===== src/rtl/cpu_clock_ctrl_if.sv =====
// ---------------------------------------------------------------------------
// cpu_clock_ctrl_if
// Run-control bundle between the board/CPU side and the cpu_clock_ctrl block.
//
// Signals:
//   mode        run mode: 00 full speed, 01 divided, 10 single-step, 11 halt
//   div_sel     divider tap index for the divided run mode
//   step_n      raw active-low step push button
//   bp_enable   breakpoint armed
//   bp_addr     breakpoint address
//   pc          current CPU program counter
//   resume      level input, rising edge leaves a breakpoint
//   cpu_enable  CPU advances on clock edges where this is 1
//   halted      no enable can be issued without user action
//   bp_hit      breakpoint currently holding the CPU
//   cycle_count saturating count of enabled cycles
//
// Modports:
//   master  board / CPU side, drives the controls and reads the status
//   slave   the run-control block itself
// ---------------------------------------------------------------------------
interface cpu_clock_ctrl_if #(
   parameter int DIV_SEL_WIDTH = 5,
   parameter int PC_WIDTH      = 16,
   parameter int CYCLE_WIDTH   = 32
);
   logic [1:0]               mode;
   logic [DIV_SEL_WIDTH-1:0] div_sel;
   logic                     step_n;
   logic                     bp_enable;
   logic [PC_WIDTH-1:0]      bp_addr;
   logic [PC_WIDTH-1:0]      pc;
   logic                     resume;
   logic                     cpu_enable;
   logic                     halted;
   logic                     bp_hit;
   logic [CYCLE_WIDTH-1:0]   cycle_count;

   modport master (
      output mode, div_sel, step_n, bp_enable, bp_addr, pc, resume,
      input  cpu_enable, halted, bp_hit, cycle_count
   );

   modport slave (
      input  mode, div_sel, step_n, bp_enable, bp_addr, pc, resume,
      output cpu_enable, halted, bp_hit, cycle_count
   );
endinterface


===== src/rtl/cpu_clock_ctrl.sv =====
// ---------------------------------------------------------------------------
// cpu_clock_ctrl
// Run control for the ToastCPU core. Produces a single-domain clock enable
// (cpu_enable) supporting full-speed run, divided-rate run, debounced
// single-step from a push button, and a PC breakpoint with resume.
//
// Ports:
//   clock  system clock (CLOCK_50 domain), the only clock
//   reset  asynchronous active-low reset
//   ctrl   cpu_clock_ctrl_if.slave bundle (mode, div_sel, step_n, bp_enable,
//          bp_addr, pc, resume in; cpu_enable, halted, bp_hit, cycle_count out)
// ---------------------------------------------------------------------------
module cpu_clock_ctrl #(
   parameter int DIV_WIDTH       = 27,
   parameter int DIV_SEL_WIDTH   = 5,
   parameter int DEBOUNCE_CYCLES = 500000,
   parameter int PC_WIDTH        = 16,
   parameter int CYCLE_WIDTH     = 32
) (
   input logic             clock,
   input logic             reset,
   cpu_clock_ctrl_if.slave ctrl
);

   localparam int DEB_W = (DEBOUNCE_CYCLES > 1) ? $clog2(DEBOUNCE_CYCLES) : 1;

   typedef enum logic {
      ST_RUN   = 1'b0,
      ST_BREAK = 1'b1
   } state_t;

   state_t                   state;
   logic                     run_ok;
   logic                     skip;
   logic                     bp_hit_q;
   logic [CYCLE_WIDTH-1:0]   cycle_count;

   logic [DIV_WIDTH-1:0]     divider;
   logic [DIV_WIDTH-1:0]     divider_next;
   logic [DIV_WIDTH-1:0]     tap_mask;
   logic [DIV_SEL_WIDTH-1:0] tap_sel;
   logic                     tick;
   logic                     tick_next;

   logic                     step_meta;
   logic                     step_sync;
   logic                     step_db;
   logic                     step_db_q;
   logic [DEB_W-1:0]         db_count;
   logic                     step_armed;
   logic                     step_req;

   logic                     resume_q;
   logic                     resume_rise;

   logic [PC_WIDTH-1:0]      pc_cur;
   logic [PC_WIDTH-1:0]      bp_addr_cur;
   logic                     pc_at_bp;
   logic                     bp_match;
   logic                     grant;
   logic                     cpu_enable;
   logic                     halted;

   assign pc_cur      = ctrl.pc;
   assign bp_addr_cur = ctrl.bp_addr;
   assign pc_at_bp    = (pc_cur == bp_addr_cur);

   // Tap selection clamps out-of-range selectors to the top divider bit.
   // A tick is flagged when the selected bit is about to go 0->1, using the
   // same tap for the current and next divider value, so changing div_sel
   // can drop a tick but never fabricates one.
   always_comb begin
      tap_sel = ctrl.div_sel;
      if (int'(ctrl.div_sel) >= DIV_WIDTH) begin
         tap_sel = DIV_SEL_WIDTH'(DIV_WIDTH - 1);
      end
      divider_next = divider + DIV_WIDTH'(1);
      tap_mask     = DIV_WIDTH'(1) << tap_sel;
      tick_next    = (|(divider_next & tap_mask)) & ~(|(divider & tap_mask));
   end

   // Free-running divider and the registered tick pulse.
   always_ff @(posedge clock or negedge reset) begin
      if (!reset) begin
         divider <= '0;
         tick    <= 1'b0;
      end else begin
         divider <= divider_next;
         tick    <= tick_next;
      end
   end

   // Step button: two-flop synchronizer, counter-based debounce and a
   // one-cycle request on the debounced released->pressed edge. The sync
   // flops come out of reset reading "pressed" and the request is only
   // armed once a released level has actually been seen, so a button held
   // through reset has to be let go and pressed again to step.
   always_ff @(posedge clock or negedge reset) begin
      if (!reset) begin
         step_meta  <= 1'b0;
         step_sync  <= 1'b0;
         step_db    <= 1'b1;
         step_db_q  <= 1'b1;
         db_count   <= '0;
         step_armed <= 1'b0;
         step_req   <= 1'b0;
      end else begin
         step_meta  <= ctrl.step_n;
         step_sync  <= step_meta;
         step_db_q  <= step_db;
         step_armed <= step_armed | step_sync;
         step_req   <= step_armed & step_db_q & ~step_db;
         if (step_sync != step_db) begin
            if (db_count == DEB_W'(DEBOUNCE_CYCLES - 1)) begin
               step_db  <= step_sync;
               db_count <= '0;
            end else begin
               db_count <= db_count + DEB_W'(1);
            end
         end else begin
            db_count <= '0;
         end
      end
   end

   // Resume is a level; only its rising edge matters.
   always_ff @(posedge clock or negedge reset) begin
      if (!reset) begin
         resume_q <= 1'b0;
      end else begin
         resume_q <= ctrl.resume;
      end
   end

   assign resume_rise = ctrl.resume & ~resume_q;

   // Enable decision. A breakpoint match suppresses the enable in the very
   // cycle the CPU presents bp_addr, so that instruction is not executed.
   // Inside BREAK only a step request lets one instruction through.
   always_comb begin
      bp_match = ctrl.bp_enable & pc_at_bp & ~skip;
      case (ctrl.mode)
         2'b00:   grant = 1'b1;
         2'b01:   grant = tick;
         2'b10:   grant = step_req;
         default: grant = 1'b0;
      endcase
      cpu_enable = 1'b0;
      if (state == ST_RUN) begin
         cpu_enable = run_ok & grant & ~bp_match;
      end else begin
         cpu_enable = run_ok & step_req;
      end
      halted = bp_hit_q | (ctrl.mode == 2'b11) | ((ctrl.mode == 2'b10) & ~cpu_enable) | ~run_ok;
   end

   // Run/break state machine with the skip flag and cycle counter. skip lets
   // the CPU move off bp_addr after a resume or step without retriggering;
   // it clears as soon as the pc differs from the breakpoint address.
   always_ff @(posedge clock or negedge reset) begin
      if (!reset) begin
         state       <= ST_RUN;
         bp_hit_q    <= 1'b0;
         run_ok      <= 1'b0;
         skip        <= 1'b0;
         cycle_count <= '0;
      end else begin
         run_ok <= 1'b1;
         case (state)
            ST_RUN: begin
               if (bp_match) begin
                  state    <= ST_BREAK;
                  bp_hit_q <= 1'b1;
               end
            end
            ST_BREAK: begin
               if (resume_rise) begin
                  state    <= ST_RUN;
                  bp_hit_q <= 1'b0;
               end
            end
            default: begin
               state    <= ST_RUN;
               bp_hit_q <= 1'b0;
            end
         endcase
         if ((state == ST_BREAK) && (step_req || resume_rise)) begin
            skip <= 1'b1;
         end else if (!pc_at_bp) begin
            skip <= 1'b0;
         end
         if (cpu_enable && (cycle_count != '1)) begin
            cycle_count <= cycle_count + CYCLE_WIDTH'(1);
         end
      end
   end

   assign ctrl.cpu_enable  = cpu_enable;
   assign ctrl.halted      = halted;
   assign ctrl.bp_hit      = bp_hit_q;
   assign ctrl.cycle_count = cycle_count;

endmodule


===== src/flat_wrapper.sv =====
// flat-port wrapper written by rule: the top's interface ports become plain ports
module cpu_clock_ctrl_flat 
#(
   parameter int DIV_WIDTH       = 27,
   parameter int DIV_SEL_WIDTH   = 5,
   parameter int DEBOUNCE_CYCLES = 500000,
   parameter int PC_WIDTH        = 16,
   parameter int CYCLE_WIDTH     = 32
)
  (clock, reset, ctrl_mode, ctrl_div_sel, ctrl_step_n, ctrl_bp_enable, ctrl_bp_addr, ctrl_pc, ctrl_resume, ctrl_cpu_enable, ctrl_halted, ctrl_bp_hit, ctrl_cycle_count);
  cpu_clock_ctrl_if #(.DIV_SEL_WIDTH(DIV_SEL_WIDTH), .PC_WIDTH(PC_WIDTH), .CYCLE_WIDTH(CYCLE_WIDTH)) ctrl_i ();
  input logic clock;
  input logic reset;
  input wire logic [$bits(ctrl_i.mode)-1:0] ctrl_mode;
  input wire logic [$bits(ctrl_i.div_sel)-1:0] ctrl_div_sel;
  input wire logic [$bits(ctrl_i.step_n)-1:0] ctrl_step_n;
  input wire logic [$bits(ctrl_i.bp_enable)-1:0] ctrl_bp_enable;
  input wire logic [$bits(ctrl_i.bp_addr)-1:0] ctrl_bp_addr;
  input wire logic [$bits(ctrl_i.pc)-1:0] ctrl_pc;
  input wire logic [$bits(ctrl_i.resume)-1:0] ctrl_resume;
  output wire logic [$bits(ctrl_i.cpu_enable)-1:0] ctrl_cpu_enable;
  output wire logic [$bits(ctrl_i.halted)-1:0] ctrl_halted;
  output wire logic [$bits(ctrl_i.bp_hit)-1:0] ctrl_bp_hit;
  output wire logic [$bits(ctrl_i.cycle_count)-1:0] ctrl_cycle_count;
  assign ctrl_i.mode = ctrl_mode;
  assign ctrl_i.div_sel = ctrl_div_sel;
  assign ctrl_i.step_n = ctrl_step_n;
  assign ctrl_i.bp_enable = ctrl_bp_enable;
  assign ctrl_i.bp_addr = ctrl_bp_addr;
  assign ctrl_i.pc = ctrl_pc;
  assign ctrl_i.resume = ctrl_resume;
  assign ctrl_cpu_enable = ctrl_i.cpu_enable;
  assign ctrl_halted = ctrl_i.halted;
  assign ctrl_bp_hit = ctrl_i.bp_hit;
  assign ctrl_cycle_count = ctrl_i.cycle_count;
  cpu_clock_ctrl #(.DIV_WIDTH(DIV_WIDTH), .DIV_SEL_WIDTH(DIV_SEL_WIDTH), .DEBOUNCE_CYCLES(DEBOUNCE_CYCLES), .PC_WIDTH(PC_WIDTH), .CYCLE_WIDTH(CYCLE_WIDTH)) u_core (.clock(clock), .reset(reset), .ctrl(ctrl_i));
endmodule

===== config.mk =====
export PLATFORM = sky130hd
export DESIGN_NAME = cpu_clock_ctrl_flat
export DESIGN_NICKNAME = d
export VERILOG_FILES = /design/src/rtl/cpu_clock_ctrl_if.sv /design/src/rtl/cpu_clock_ctrl.sv /design/src/flat_wrapper.sv
export SDC_FILE = /design/constraint.sdc
export NUM_CORES = 1
export LEC_CHECK = 0
export ABC_AREA = 1
export CAP_MARGIN = 10
export CELL_PAD_IN_SITES_DETAIL_PLACEMENT = 2
export CELL_PAD_IN_SITES_GLOBAL_PLACEMENT = 2
export CORE_MARGIN = 4
export CORE_UTILIZATION = 34
export CTS_CLUSTER_SIZE = 40
export DETAILED_ROUTE_END_ITERATION = 12
export PLACE_DENSITY = 0.86
export SETUP_SLACK_MARGIN = 0.02
export SLEW_MARGIN = 10
export SYNTH_ARGS = -nofsm -noshare
export SYNTH_HDL_FRONTEND = slang
export SYNTH_SLANG_ARGS = --single-unit
export TNS_END_PERCENT = 1

===== constraint.sdc =====
create_clock -name clock -period 5.1 [get_ports clock]
set_clock_uncertainty 0.1 [all_clocks]
set_input_delay 1.02 -clock clock [delete_from_list [all_inputs] [get_ports clock]]
set_output_delay 1.02 -clock clock [all_outputs]
set_load 0.02 [all_outputs]

==> flow_summary.toml <==
[status]
outcome = "complete, no violations"

[placement]
io_buffers = 78
postPlaceCellArea_um2 = 6710
gp_congestion = 0.853
dp.final_hpwl_um = 16700

[yosys]
avgSynthCellArea_um2 = 7.09
synth-compound-area-share = 0.0335
synth_edf_count = 0
synth_top_family_by_area = "simple AND/OR/NAND/NOR gates"
syn_area_um2 = 5720
yosysSeqAreaShare = 0.394
async_reset_ff_frac = 1.00
synth.area.mux_share = 0.00197
synth-xor-area-share = 0.0904
yosys_warnings = 0
synth_cells = 807
synth_fa_ha_area_frac = 0.00656
ys_types = 40
synthSimpleGateAreaFrac = 0.413
ys_dominant_reg_cell = "dfrtp_1"
ys_ff_latch = 90
syn_nets = 854

[timing]
fin_crit_ns = 4.33
setup_viol = 0
hold_viol_final = 0
slew_headroom = 0.444
tns_ns = 0
slew_viol_final = 0
max_freq_mhz = 231
worst_pin_slew_ns = 0.833
holdWs_ns = 0.258
rsz0062_at_grt = "no"
period_share = 0.848

[grt]
grt_pass1_vias = 6664
grt_max_degree = 61
antenna_found_initial = 0
overflow = 0
grt_usage = 0.245
grt_pass1_wl_um = 35900

[min_path]
hold_path.class = "reg2reg"
whs_endpoint = "u_core.step_sync$_DFF_PN0_"
hold_path_depth = 0
hold_start = "u_core.step_meta$_DFF_PN0_"

[routing]
routedWlPerCell_um = 20.4
routed_wl_um = 22600
drtPass1Iterations = 4
drc = 0
via_count = 5839
drt_iter0_drc = 240
ant_nets = 0
drt-vias-per-instance = 5.26

[die]
die-area_um2 = 19000
ioPinCount = 79
rows = 47
coreArea_um2 = 16500
die_w_um = 138
die_h_um = 138
initial_core_util = 0.346

[worst_setup_path]
rrSetupSlack_ns = 2.29
cp.required_ns = 3.98
crit_type = "in2out"
start_kind = "input pin"
regToRegStartpoint = "u_core.divider[0]$_DFF_PN0_"
critPathArrivalTime_ns = 3.21
cp-end-kind = "output port"
worst_r2r_path_depth = 11
r2r_end = "u_core.tick$_DFF_PN0_"
worstPathMaxFanout = 29

[layout]
reg_top3 = "u_core.ctrl.cycle_count: 32 flops, u_core.divider: 27 flops, u_core.db_count: 19 flops"
multi_input_area_um2 = 3120
nFillCells = 1935
register_area_um2 = 2250
postLayoutCellArea_um2 = 7040
final_common_cell = "nand2_1"
final_cell_mix = "nand2_1, nor2_1, dfrtp_1"
utilization = 0.426
regMostFlops = "u_core.ctrl.cycle_count"
drive_gt1_frac = 0.0315
largest_register_ffs = 32
num-nets-final = 932
diodes = 0
area_growth_pct = 23.2

[power_and_ir_drop]
ir_drop_v = 0.000164
power_per_cell_area_nw_per_um2 = 249
leakagePower_nw = 3.03
power_mw = 1.75

[cts]
cts.sinks = 90
clk_path_buf_depth = 2
cts_buffers = 9
htreeDepth = 3
cts_tree = "done"
insertion_delay_ns = 0.36
cts-resized-gates = 0
post_cts_buffers = 0
clkTransAtPathRegs_ns = 0.06
cts_hold_buf = 0
clockRootBuffer = "clkbuf_16"

[job]
drv_cap = 0
==> cells in the mapped netlist (4+ instances only) <==
cell | number | area (µm²)
a211oi_1 | 4 | 30.0
a21oi_1 | 12 | 60.1
and2_1 | 6 | 37.5
clkbuf_1 | 6 | 22.5
dfrtp_1 | 88 | 2200
inv_1 | 71 | 267
nand2_1 | 267 | 1000
nand3_1 | 63 | 315
nand3b_1 | 9 | 67.6
nand4_1 | 26 | 163
nor2_1 | 114 | 428
nor3_1 | 27 | 135
nor3b_1 | 5 | 37.5
nor4_1 | 7 | 43.8
o21ai_0 | 7 | 35.0
o21ai_1 | 4 | 20.0
xnor2_1 | 25 | 219
xor2_1 | 34 | 298
==> area by class of cell <==
| cell class | count | area share |
|---|---|---|
| timing repair buffer | 80 | 0.113 |
| tap | 220 | 0.0391 |
| clock inverter | 3 | 0.0128 |
| clock buffer | 13 | 0.0341 |
| inverter | 71 | 0.0378 |
| multi-input combinational | 633 | 0.443 |
| sequential | 90 | 0.320 |
==> metal layers <==
metal  global-route usage  wire, µm  up-vias
met4               0.0759       509        0
met3               0.0453      1010       33
met2                0.464     12100      125
met5                    0         0        -
met1                0.276      9000     2940
li1                     -         -     2741
==> how the worst max path moves through the flow <==
stage                     from         endpoint
2_1_floorplan  ctrl_bp_addr[5]      ctrl_halted
3_3_place_gp   ctrl_bp_addr[5]      ctrl_halted
3_5_place_dp   ctrl_bp_addr[5]  ctrl_cpu_enable
4_1_cts        ctrl_bp_addr[5]  ctrl_cpu_enable
5_1_grt             ctrl_pc[4]      ctrl_halted
6_report       ctrl_bp_addr[5]  ctrl_cpu_enable
==> kinds of logic (layout without fill, tap and decap cells) <==
family | Yosys count | count (layout)
AND/OR/NAND/NOR | 536 | 536
other | 1 | 1
multiplexers | 1 | 1
flip-flops | 90 | 90
AO/OA/AOI/OAI | 33 | 33
buffers and inverters | 84 | 167
XOR/XNOR | 59 | 59
adder cells (fa/ha/maj) | 3 | 3
==> per-stage QoR <==
stage	cells	setup slack [ns]
2_1_floorplan	807	1.70
3_3_place_gp	1094	0.905
3_5_place_dp	1094	0.779
4_1_cts	1110	0.770
5_1_grt	1110	0.541
6_report	1110	0.774
==> worst max-delay path, stage by stage <==
cell and delay [ns]:
clkdlybuf4s50_1 0.41, or2_0 0.22, a21oi_1 0.15, nand3_1 0.09, nor2_1 0.10, nand2_1 0.10
o21ai_1 0.15, nand2_1 0.10, buf_4 0.27, clkdlybuf4s50_1 0.59
==> where the power goes <==
group          total, mW  leakage, nW  switching (mW)  internal, mW
clock              0.782        0.158           0.301         0.481
combinational      0.207         1.66           0.117        0.0895
sequential         0.764         1.21          0.0317         0.732
Power figures use the tool's default switching activity.
